<file path="config.mk">
export PLATFORM = sky130hd
export DESIGN_NAME = starwars_sysctl
export DESIGN_NICKNAME = d
export VERILOG_FILES = /design/src/rtl/starwars_sysctl.sv
export SDC_FILE = /design/constraint.sdc
export NUM_CORES = 1
export LEC_CHECK = 0
export ABC_AREA = 1
export CORE_MARGIN = 10
export CORE_UTILIZATION = 60
export CTS_CLUSTER_DIAMETER = 100
export DETAILED_ROUTE_END_ITERATION = 6
export DONT_BUFFER_PORTS = 1
export GPL_TIMING_DRIVEN = 0
export HOLD_SLACK_MARGIN = 0.06
export MAX_ROUTING_LAYER = met4
export PLACE_DENSITY = 0.76
export SYNTH_ARGS = -nofsm -noshare
export SYNTH_HDL_FRONTEND = slang
export SYNTH_SLANG_ARGS = --single-unit
</file>
<file path="constraint.sdc">
create_clock -name clk_12 -period 3.58 [get_ports clk_12]
set_clock_uncertainty 0.1 [all_clocks]
set_input_delay 0.716 -clock clk_12 [delete_from_list [all_inputs] [get_ports clk_12]]
set_output_delay 0.716 -clock clk_12 [all_outputs]
set_load 0.01 [all_outputs]
</file>
<file path="src/rtl/starwars_sysctl.sv">
// -----------------------------------------------------------------------------
// starwars_sysctl
//
// Main-CPU system controller for the Star Wars arcade core.
// Decodes CPU writes in the 0x4640-0x469F region and provides:
//   - the periodic 6809 IRQ, with its IRQCLR clear (0x4660 region)
//   - the main-CPU watchdog, reloaded by WDCLR (0x4640 region)
//   - the 8-bit miscellaneous output latch (0x4680 region), bit-addressed
//     by main_cpu_address[2:0] and written from main_cpu_data_out[7]
// Address bits [4:3] are don't-care throughout, so each register aliases
// four times inside its 32-byte region.
//
// Build option:
//   SYSCTL_WATCHDOG_EN - when defined, the watchdog counter and its RUN/FIRE
//   state machine are built. When undefined, wdog_reset is tied to 0 and
//   WDCLR writes are decoded and ignored.
//
// Parameters:
//   IRQ_PERIOD  - clk_12 cycles between IRQ assertions
//   WDOG_PERIOD - clk_12 cycles without a WDCLR before the watchdog fires
//   WDOG_PULSE  - width of wdog_reset in clk_12 cycles
//
// Ports:
//   clk_12            in   1  the only clock
//   reset             in   1  synchronous, active-high
//   main_cpu_address  in  16  CPU address bus
//   main_cpu_data_out in   8  CPU write data
//   main_cpu_RnW      in   1  1 = read, 0 = write
//   cpu_wr_strobe     in   1  one-cycle write qualifier
//   irq_n             out  1  active-low IRQ to the main CPU
//   wdog_reset        out  1  active-high reset request to the main CPU
//   coin_cntr2 .. recall out 1 each: output latch bits 0..7
// -----------------------------------------------------------------------------
module starwars_sysctl #(
   parameter int IRQ_PERIOD  = 49152,
   parameter int WDOG_PERIOD = 196608,
   parameter int WDOG_PULSE  = 16
) (
   input  logic        clk_12,
   input  logic        reset,
   input  logic [15:0] main_cpu_address,
   input  logic [7:0]  main_cpu_data_out,
   input  logic        main_cpu_RnW,
   input  logic        cpu_wr_strobe,
   output logic        irq_n,
   output logic        wdog_reset,
   output logic        coin_cntr2,
   output logic        coin_cntr1,
   output logic        led3,
   output logic        led2,
   output logic        mpage,
   output logic        prngclr,
   output logic        led1,
   output logic        recall
);

   localparam logic [10:0] REGION_WDCLR  = 11'b01000110010;  // 0x4640
   localparam logic [10:0] REGION_IRQCLR = 11'b01000110011;  // 0x4660
   localparam logic [10:0] REGION_LATCH  = 11'b01000110100;  // 0x4680

   localparam int IRQ_W = (IRQ_PERIOD > 1) ? $clog2(IRQ_PERIOD) : 1;
   localparam logic [IRQ_W-1:0] IRQ_LAST = IRQ_W'(IRQ_PERIOD - 1);

   // ---------------------------------------------------------------- decode
   logic wr;
   logic wr_wdclr;
   logic wr_irqclr;
   logic wr_latch;

   assign wr        = cpu_wr_strobe & ~main_cpu_RnW;
   assign wr_wdclr  = wr & (main_cpu_address[15:5] == REGION_WDCLR);
   assign wr_irqclr = wr & (main_cpu_address[15:5] == REGION_IRQCLR);
   assign wr_latch  = wr & (main_cpu_address[15:5] == REGION_LATCH);

   // Address bits [4:3] and data bits [6:0] are intentionally don't-care.
   logic unused_bits;
   assign unused_bits = ^{main_cpu_address[4:3], main_cpu_data_out[6:0]};

   // ---------------------------------------------------------- output latch
   logic [7:0] latch_q;

   // NOTE: sequential state uses non-blocking (<=) so every flop samples the
   // pre-edge values; blocking here would create order-dependent races.
   always_ff @(posedge clk_12) begin
      if (reset) begin
         latch_q <= '0;
      end else if (wr_latch) begin
         latch_q[main_cpu_address[2:0]] <= main_cpu_data_out[7];
      end
   end

   assign coin_cntr2 = latch_q[0];
   assign coin_cntr1 = latch_q[1];
   assign led3       = latch_q[2];
   assign led2       = latch_q[3];
   assign mpage      = latch_q[4];
   assign prngclr    = latch_q[5];
   assign led1       = latch_q[6];
   assign recall     = latch_q[7];

   // ------------------------------------------------------------- IRQ timer
   // The pending flag is stored directly in its active-low form so irq_n is
   // a flop output. Terminal count is checked before IRQCLR so a coincident
   // clear loses to the new IRQ.
   logic [IRQ_W-1:0] irq_cnt;
   logic             irq_tc;
   logic             irq_n_q;

   assign irq_tc = (irq_cnt == IRQ_LAST);

   always_ff @(posedge clk_12) begin
      if (reset) begin
         irq_cnt <= '0;
         irq_n_q <= 1'b1;
      end else begin
         irq_cnt <= irq_tc ? '0 : irq_cnt + 1'b1;
         if (irq_tc) begin
            irq_n_q <= 1'b0;
         end else if (wr_irqclr) begin
            irq_n_q <= 1'b1;
         end
      end
   end

   assign irq_n = irq_n_q;

   // -------------------------------------------------------------- watchdog
`ifdef SYSCTL_WATCHDOG_EN
   localparam int WD_W = (WDOG_PERIOD > 1) ? $clog2(WDOG_PERIOD) : 1;
   localparam int WP_W = (WDOG_PULSE > 1) ? $clog2(WDOG_PULSE) : 1;
   localparam logic [WD_W-1:0] WD_LAST    = WD_W'(WDOG_PERIOD - 1);
   localparam logic [WP_W-1:0] PULSE_LAST = WP_W'(WDOG_PULSE - 1);

   typedef enum logic {
      WD_RUN  = 1'b0,
      WD_FIRE = 1'b1
   } wd_state_t;

   wd_state_t       wd_state, wd_state_nxt;
   logic [WD_W-1:0] wd_cnt, wd_cnt_nxt;
   logic [WP_W-1:0] pulse_cnt, pulse_cnt_nxt;
   logic            wdog_reset_q;

   always_ff @(posedge clk_12) begin
      if (reset) begin
         wd_state     <= WD_RUN;
         wd_cnt       <= '0;
         pulse_cnt    <= '0;
         wdog_reset_q <= 1'b0;
      end else begin
         wd_state     <= wd_state_nxt;
         wd_cnt       <= wd_cnt_nxt;
         pulse_cnt    <= pulse_cnt_nxt;
         wdog_reset_q <= (wd_state_nxt == WD_FIRE);
      end
   end

   // NOTE: every output of this block is given a default first, so no path
   // leaves a signal unassigned and no latch is inferred.
   always_comb begin
      wd_state_nxt  = wd_state;
      wd_cnt_nxt    = wd_cnt;
      pulse_cnt_nxt = pulse_cnt;
      case (wd_state)
         WD_RUN: begin
            // WDCLR takes priority over a coincident terminal count.
            if (wr_wdclr) begin
               wd_cnt_nxt = '0;
            end else if (wd_cnt == WD_LAST) begin
               wd_state_nxt  = WD_FIRE;
               wd_cnt_nxt    = '0;
               pulse_cnt_nxt = '0;
            end else begin
               wd_cnt_nxt = wd_cnt + 1'b1;
            end
         end
         WD_FIRE: begin
            // WDCLR is ignored while the pulse is being driven.
            if (pulse_cnt == PULSE_LAST) begin
               wd_state_nxt  = WD_RUN;
               pulse_cnt_nxt = '0;
            end else begin
               pulse_cnt_nxt = pulse_cnt + 1'b1;
            end
         end
         default: begin
            wd_state_nxt  = WD_RUN;
            wd_cnt_nxt    = '0;
            pulse_cnt_nxt = '0;
         end
      endcase
   end

   assign wdog_reset = wdog_reset_q;
`else
   // Watchdog not built: WDCLR is still decoded but has no effect.
   localparam int unused_wdog_cfg = WDOG_PERIOD + WDOG_PULSE;
   logic unused_wdclr;
   assign unused_wdclr = wr_wdclr;
   assign wdog_reset   = 1'b0;
`endif

endmodule

</file>
==> run metrics <==
WS Path Type=reg2reg; unrepaired setup endpoints after global routing=no; commonest non-fill, non-tap cell in the layout=nor2_1; initial antenna violation count=0; CP Launch Type=register; CP Capture Type=register; critical path, cell by cell=ha_1 > nand2_1 > nor2_2 > nand2_2 > o21ai_4 > buf_12 > a21oi_2; relative slew slack=65.8%; routability cong.=0.886; Antenna Cells=0; overall power=0.451 mW; hold_buf cts=0; # IOs=38; via count=1,262; Placed Instance Area=1390 sq um; Worst path slowest cell=dfxtp_1; Pleak=0.552 nW; worst r2r dst=irq_cnt[13]; post-synth design cell area=1360 sq um; DRT iter0 DRCs=63; antenna viol nets, final=0; number of post-CTS setup repair buffers=0; Final TNS setup=0 ns; Setup crit start=irq_cnt[0]; Finished Cell Area=1420 sq um; worst slew pin tran=0.512 ns; Final Cycle Share=48.9%; first-pass GRT wire length=5210 microns; Final WS setup=1.83 ns; Horiz. Die Dim=67.5 microns; Initial Utilization=61.9%; max incr delay on CP=0.40 ns; DR WL/cell=12.5 microns; arrival time at the worst endpoint=1.88 ns; # H-tree levels=1; final WL=2930 microns; status=completed; clock sink count=25; die area=4560 sq um; DRC violations left=0; synth warn=0; GRT Overall Usage=14.8%; share of layout cells above drive strength 1=10.6%; Seq cells post-synth=25; Slew Viols, Final=0; Worst Reg-to-Reg Cells=7; FF-to-FF Start=irq_cnt[0]; Mapped Cells=203; total grt overflow=0; DP Wirelength=2330 microns; number of global-route vias before repair=1,245; Synth cell types=22; Fmax=0.571 GHz; crit-path leading delay family=simple AND/OR/NAND/NOR gates; Via-to-Cell Ratio=5.37; core area=2190 sq um; R2R setup slack=1.83 ns; CTS clock-pin slew for the worst setup and hold paths=0.13 ns; CP bufs+invs=1; power per cell area=318 nW/um^2; max_cap viols=0; root buf cell=clkbuf_4; pre-CTS setup slack=1.74 ns; CTS Buffer Depth=2; CTS tree=built; post_cts resized=0; synthesized area per cell=6.68 sq um; fin crit period=1.75 ns; CP Depth=7; most frequent cells in the layout=nor2_1, nand2_1, inv_1, dfxtp_1, nand4_1; post-synthesis sequential area ratio=36.9%; Peak supply drop=187 uV; Core Util, Final=64.9%; Min-Delay Path Class=reg2reg; Die Y=67.5 microns; final setup vio count=0; Final Hold Fails=0; number of port buffers=0; Rows=17; Pre-antenna DRT Iters=4; CP endpoint=irq_cnt[13]; Area Growth Syn to Fin=4.89%; worst skew pair latency=0.34 ns; largest net degree at the start of global routing=17; syn nets=232; Layout Nets=237; clock buffer count from CTS=3; Worst Path Required=3.71 ns; crit-path max FO=10
-- worst register-to-register path: cells and delay by family, from the launching register on --
kind | cells | cell delay (ns)
buf+inv | 1 | 0.19
fa+ha+maj | 1 | 0.18
simple gates | 3 | 0.45
compound gates | 2 | 0.35
flops | 1 | 0.40
-- flip-flops by register name, indices dropped and copies added (netlist names) --
name	count
irq_cnt	16
irq_n	1
latch_q	8
-- cell families (layout without fill, tap and decap cells) --
kind of cell | Yosys count | after routing | synth area share, %
compound gates | 11 | 11 | 5.45
xor+xnor | 6 | 6 | 3.88
fa+ha+maj | 1 | 1 | 0.923
buf+inv | 35 | 39 | 11.2
flops | 25 | 25 | 36.9
simple gates | 124 | 124 | 41.4
other cells | 1 | 1 | 0.277
-- power breakdown --
group	switching, mW	internal (mW)	total, mW
logic	0.0195	0.0108	0.0304
registers	0.00188	0.281	0.283
clock network	0.0924	0.0456	0.138
-- worst min path at each step --
| stage | to | slack, ns | startpoint | depth (start not counted) |
|---|---|---|---|---|
| 3_3_place_gp | irq_cnt[0] | 0.34 | irq_cnt[0] | 1 |
| 3_5_place_dp | irq_cnt[0] | 0.34 | irq_cnt[0] | 1 |
| 6_report | irq_cnt[0] | 0.37 | irq_cnt[0] | 1 |
| 5_1_grt | irq_cnt[0] | 0.41 | irq_cnt[0] | 1 |
| 2_1_floorplan | irq_cnt[0] | 0.33 | irq_cnt[0] | 1 |
| 4_1_cts | irq_cnt[0] | 0.37 | irq_cnt[0] | 1 |
-- layout make-up --
type,instances,area (sq um)
Fill cell,204,769
Inverter,33,124
Clock inverter,1,8.76
Sequential cell,25,500
Buffer,2,27.5
Tap cell,28,35.0
Multi-Input combinational cell,143,703
Clock buffer,3,22.5
-- metrics by stage --
step                hold slack, ns  cells
finish                       0.371    235
global route                 0.406    235
CTS                          0.372    235
detailed placement           0.344    231
global placement             0.339    231
floorplan                    0.327    203
-- synthesized netlist by cell type --
cell	number	share of area, %
dfxtp_1	25	37
ha_1	1	0.92
o21ai_4	1	1.2
o21ai_0	4	1.5
xor2_1	6	3.9
a21oi_1	4	1.5
buf_12	1	1.5
nor2_1	46	13
nor2_2	9	4.2
nand4_1	12	5.5
a21oi_2	2	1.3
nor3_1	6	2.2
nand3_1	11	4.1
clkinv_1	1	0.28
nor3_4	1	1.2
inv_1	31	8.6
conb_1	1	0.28
nor3_2	1	0.74
nand2_2	1	0.46
nand2_1	37	10
buf_4	1	0.55
inv_2	1	0.28
-- routing by layer --
metal	track usage (%)	wire, microns
met5	-	0
met4	6.15	70
met3	3.31	182
met2	25.5	1450
met1	16.0	1230
(Power assumes the default switching activity.)
